## src/rtl/receiver_uart.sv

```systemverilog
// 8N1 UART receiver: two-flop synchronizer, mid-bit sampling, start-glitch
// rejection and framing-error detection with a wait-for-idle-line guard.
module receiver_uart #(
  parameter int CLKS_PER_BIT = 16
) (
  input  logic       clk,
  input  logic       rst,
  input  logic       rx_in,
  output logic [7:0] rx_data,
  output logic       rx_valid,
  output logic       frame_err,
  output logic       busy
);
  localparam int CW = $clog2(CLKS_PER_BIT);
  localparam int H  = CLKS_PER_BIT / 2;
  localparam logic [CW-1:0] HALF_END = CW'(H - 1);
  localparam logic [CW-1:0] BIT_END  = CW'(CLKS_PER_BIT - 1);

  typedef enum logic [2:0] {IDLE, START, DATA, STOP, WAIT_HIGH} state_t;

  state_t        state, state_nxt;
  logic [1:0]    sync;
  logic          rx_s;
  logic [CW-1:0] cnt, cnt_nxt;
  logic [2:0]    idx, idx_nxt;
  logic [7:0]    sh, sh_nxt;
  logic [7:0]    data_nxt;
  logic          valid_nxt, ferr_nxt;

  always_ff @(posedge clk or posedge rst) begin
    if (rst) sync <= 2'b11;
    else     sync <= {sync[0], rx_in};
  end
  assign rx_s = sync[1];

  always_ff @(posedge clk or posedge rst) begin
    if (rst) begin
      state     <= IDLE;
      cnt       <= '0;
      idx       <= '0;
      sh        <= '0;
      rx_data   <= '0;
      rx_valid  <= 1'b0;
      frame_err <= 1'b0;
    end else begin
      state     <= state_nxt;
      cnt       <= cnt_nxt;
      idx       <= idx_nxt;
      sh        <= sh_nxt;
      rx_data   <= data_nxt;
      rx_valid  <= valid_nxt;
      frame_err <= ferr_nxt;
    end
  end

  always_comb begin
    state_nxt = state;
    cnt_nxt   = cnt + CW'(1);
    idx_nxt   = idx;
    sh_nxt    = sh;
    data_nxt  = rx_data;
    valid_nxt = 1'b0;
    ferr_nxt  = 1'b0;
    case (state)
      IDLE: begin
        cnt_nxt = '0;
        if (!rx_s) state_nxt = START;
      end
      START: begin
        if (cnt == HALF_END) begin
          cnt_nxt = '0;
          idx_nxt = '0;
          state_nxt = rx_s ? IDLE : DATA;
        end
      end
      DATA: begin
        if (cnt == BIT_END) begin
          cnt_nxt     = '0;
          sh_nxt[idx] = rx_s;
          idx_nxt     = idx + 3'd1;
          if (idx == 3'd7) state_nxt = STOP;
        end
      end
      STOP: begin
        if (cnt == BIT_END) begin
          cnt_nxt = '0;
          if (rx_s) begin
            data_nxt  = sh;
            valid_nxt = 1'b1;
            state_nxt = IDLE;
          end else begin
            ferr_nxt  = 1'b1;
            state_nxt = WAIT_HIGH;
          end
        end
      end
      WAIT_HIGH: begin
        // a held-low line (break) must not be mistaken for a new start bit
        cnt_nxt = '0;
        if (rx_s) state_nxt = IDLE;
      end
      default: state_nxt = IDLE;
    endcase
  end

  assign busy = (state != IDLE);
endmodule

```

## config.mk

```make
export PLATFORM = sky130hd
export DESIGN_NAME = receiver_uart
export DESIGN_NICKNAME = d
export VERILOG_FILES = /design/src/rtl/receiver_uart.sv
export SDC_FILE = /design/constraint.sdc
export NUM_CORES = 1
export LEC_CHECK = 0
export ABC_AREA = 1
export BUFFER_PORTS_ARGS = -buffer_cell sky130_fd_sc_hd__buf_2
export CORE_MARGIN = 1.5
export CORE_UTILIZATION = 45
export DETAILED_ROUTE_END_ITERATION = 12
export GPL_TIMING_DRIVEN = 0
export PLACE_DENSITY = 0.61
export SLEW_MARGIN = 20
export SYNTH_ARGS = -nofsm -noshare
export SYNTH_HDL_FRONTEND = slang
export SYNTH_SLANG_ARGS = --single-unit
```

## constraint.sdc

```tcl
create_clock -name clk -period 1.5 [get_ports clk]
set_input_delay 0.375 -clock clk [delete_from_list [all_inputs] [get_ports clk]]
set_output_delay 0.375 -clock clk [all_outputs]
set_load 0.02 [all_outputs]
```

Yosys cells after proc, flatten, opt, wreduce, memory -nomap -nowiden
Cells that the tools add are included.

Input bits: 3. Word-level logic and storage cells: 59. Bits in registers: 30. Output and inout bits: 11.

Magnitude comparators: 2. Multiplexer cells: 24. $add $sub $neg: 2. Reduce and logical (&&, ||, !) cells: 10. Equal/unequal tests: 13.

Operators with widths (count): $mux 3 (9); $pmux 3 s5 (1); $ne 2x2->1 const B (6); $pmux 4 s3 (1); $bwmux 8 (1); $mux 4 (2); $mux 1 (7); $eq 3x2->1 const B (2); $eq 3x3->1 const B (2); $pmux 3 s2 (1); $reduce_and 3->1 (2); $reduce_and 6->1 (1); $add 4x1->4 const B (1); $eq 4x3->1 const B (1); $eq 4x4->1 const B (1); $lt 3x4->1 const B (1); $reduce_or 2->1 (2); $add 3x1->3 const B (1); $demux 1 s3 (1); $eq 3x1->1 const B (1); $ge 3x1->1 const B (1); $logic_not 3->1 (1); $reduce_bool 3->1 (1); $mux 2 (1); other kinds (3) (3).

Longest topological paths before layout
Depth in word-level cells: 5. Mapped depth: 10.

Worst setup path after synthesis
OpenSTA, ideal clock, no wires.

Path type: register -> register. Start point: reg cnt[0]. End point: reg idx[0]. Path buffers: 0. Data arrival time: 1137 ps. Path slack: 247 ps. Cell stages (with the launch flop): 10. Period minus slack after synthesis: 1253 ps. Path through: dfrtp_1 ha_1 nand2_2 inv_2 nand2_2 nor2_4 nor2_1 nor2_2 nand2_1 nand2_1.

Word-level cells in the longest chain between the ends: 3.

Ends and longest elaborated chain: start: declaration (RTL line 24) `logic [CW-1:0] cnt, cnt_nxt;`; start signal: assignment (RTL line 47) `cnt <= cnt_nxt;`; $eq 4x4->1 / $eq 4x3->1 (equally long branches) (RTL line 77, 70); $ne 2x2->1 (no line); $reduce_and 3->1 (no line) *; end signal: assignment (RTL line 48) `idx <= idx_nxt;`; end: declaration (RTL line 25) `logic [2:0] idx, idx_nxt;`.

Mark *: on every way between the ends. The rest lies on a longest branch, timed or not. A chain may end at the register's enable or synchronous reset.

Worst setup path after layout
Start point: reg state[0]. End point: out busy.

Word-level cells in the longest chain between the ends: 1.

Ends and longest elaborated chain: start: declaration (RTL line 21) `state_t state, state_nxt;`; start signal: assignment (RTL line 46) `state <= state_nxt;`; $reduce_bool 3->1 (RTL line 106) `assign busy = (state != IDLE);`; end: declaration (RTL line 12) `output logic busy`.

No other way between the ends.

==> impl_metrics.toml <==
[floorplan]
die_area_um2 = 3450
coreArea_um2 = 3000
start_util_pct = 46.6
rows = 20
die_w_um = 58.8
io_pins = 14
die_h_um = 58.8

[run_status]
outcome = "finished, final reports clean"

[synth]
synth-seq-cells = 30
yosysTopAreaCellShare_pct = 50.1
synthTopCellsByCount = "nand2_1, dfrtp_1, inv_1, nor2_1, nand3_1"
synth_flop_cell = "dfrtp_1"
ys_top_cells_by_area = "dfrtp_1, nand2_1, inv_1"
ys_types = 23
yosysMostFrequentCell = "nand2_1"
synth_area_um2 = 1400
synth.net_count = 171
avgSynthCellArea_um2 = 8.48
synth_top_area_cell = "dfrtp_1"
syn_inst = 165
async_reset_ff_share_pct = 100
yosysWarningCount = 0
synth-edff-count = 0
yosysSeqAreaShare_pct = 53.8

[sta]
clock_skew_ns = 0.00811
fin_crit_sh_pct = 96.3
hold_viol = 0
final_max_slew_viol_count = 0
fmax_ghz = 0.693
maxSlewHeadroom_pct = 59.4
setup_ws_ns = 0.0561
min_period_ns = 1.44
tightest_slew_ns = 0.608
fin_tns_setup_ns = 0
finalSetupViolations = 0

[detailed_routing]
met2_length_um = 1090
wl_per_cell_um = 10.8
drt-vias-per-instance = 4.78
highest_layer = "met4"
wl_met3_um = 115
vias = 1080
m1WireLength_um = 1170
drt_iter0_markers = 53
first_pass_iters = 4
ant_nets = 0
drcViolationCount = 0
drt_wl_total_um = 2450

[clock_tree]
cts_tree = "yes"
cts.sinks = 30
clock-root-buffer = "clkbuf_4"
postCtsHoldBufs = 0
clk_path_buf_depth = 2
cts.reportedPaths.clkPinSlew_ns = 0.10
worst_skew_pair.late_latency_ns = 0.33
numCtsBuffers = 5
cts_htree_levels = 2

[critical_path]
r2r_slack_ns = 0.12
crit_path_start_kind = "flip-flop"
r2r_cells = 6
required_ns = 1.12
r2r-end = "cnt[0]$_DFF_PP0_"
endpoint_kind = "primary output"
path_class = "flip-flop to primary output"
crit_fanout = 2
crit_arrival_ns = 1.07
reg2reg_from = "state[1]$_DFFE_PP0P_"

[layout]
diodes = 0
num-nets-final = 198
area.growth.synth_to_final_pct = 18.6
final_cells = 226
area.sequential_um2 = 756
fill_cells = 305
drive_gt1_share_pct = 26.9
multi_input_area_um2 = 581

[global_route]
overflow = 0
antenna_found_initial = 0
grt_pass1_vias = 982
grt_max_degree = 31
grt_use_total_pct = 17.0
grt_pass1_wl_um = 4310

[pwr]
powerDensity_nw_per_um2 = 1530
power.leakage_nw = 0.877
ir_drop_mv = 0.875

[job]
cap_violations = 0

[worst_hold_path]
hp-class = "primary input to async pin"

[placement]
dp.cells = 211
dpl.hpwl_um = 1730
routabilityCongestion = 0.818
port_buffers = 13
pre_cts_ws_ns = 0.0570
## final cells by class
class / instances / share of cell area [%]
Clock inverter: 3 / 2.41
Tap cell: 33 / 2.49
Clock buffer: 5 / 2.26
Timing Repair Buffer: 20 / 7.47
Sequential cell: 30 / 45.6
Multi-Input combinational cell: 115 / 35.0
Inverter: 20 / 4.83
## routing by layer
metal  global-route usage, %  vias to the layer above
li1                        -                      570
met1                    20.5                      481
met2                    27.0                       22
met3                    5.93                        7
met4                    8.12                        0
met5                       0                        -
## flip-flops by register name, summed over array words and instances (netlist names)
register   count
sync           2
rx_valid       1
sh             8
state          3
idx            3
rx_data        8
frame_err      1
cnt            4
## worst max-delay path: stages, from the launching register on
cell     delay [ns]
dfrtp_2        0.44
nor2_4         0.12
nand2_2        0.05
buf_6          0.12
## cells by family (layout without fill, tap and decap cells)
family	count (synthesis)	in the layout	synth area share [%]
AOI/OAI and AO/OA	13	13	4.83
xor gates and xnor gates	1	1	0.626
adders and majority gates	3	3	2.68
buffers and inverters	20	48	5.72
DFF	30	30	53.8
and+or+nand+nor	98	98	32.3
## worst max path at each step
stage	start	end
6_report	state[0]$_DFFE_PP0P_	busy
5_1_grt	state[0]$_DFFE_PP0P_	busy
4_1_cts	state[2]$_DFFE_PP0P_	busy
3_5_place_dp	rst	idx[0]$_DFFE_PP0P_
3_3_place_gp	rst	idx[2]$_DFFE_PP0P_
2_1_floorplan	cnt[0]$_DFF_PP0_	idx[0]$_DFFE_PP0P_
## stage by stage
step / power, W / instance area [µm²] / util [%] / hold WS (ns)
after floorplan: 0.00162 / 1400 / - / 0.345
after global placement: 0.00173 / 1510 / 50.1 / 0.346
after detailed placement: 0.00176 / 1510 / 50.1 / 0.347
after CTS: 0.00249 / 1620 / 53.8 / 0.121
after global routing: 0.00274 / 1660 / 55.3 / 0.107
final: 0.00253 / 1660 / 55.3 / 0.0993
## power breakdown
part	switching, W	total [W]	internal [W]
clock network	0.000282	0.000627	0.000345
logic	0.000516	0.000877	0.000361
registers	0.000108	0.00103	0.000921
total	0.000906	0.00253	0.00163
## what timing repair did
item | in CTS | in global routing
pin swaps | 1 | 2
setup endpoints to repair | 1 | 19
setup buffers | 3 | 4
endpoints found under the hold margin | 0 | 0
resized for setup | 4 | 5
## placed cells by master (no fill, tap or decap)
master and instances:
ha_2 1, clkinv_4 1, nor2_1 12, nand3b_1 1, nand2_1 58, clkinv_2 2, nand3_4 2, ha_1 2
o21ai_0 7, nor2_2 5, buf_2 12, nand2_2 4, bufinv_16 1, and2_1 1, clkbuf_4 5, xor2_1 1
buf_4 7, nand3_1 9, dfstp_2 2, dfrtp_2 2, inv_1 15, nor2b_1 1, o211ai_1 1, buf_6 1
o21ai_1 4, nor3_1 1, inv_2 4, dfrtp_1 26, nor2_4 3, nand4_1 1, a21oi_1 1
(Power assumes the default switching activity.)
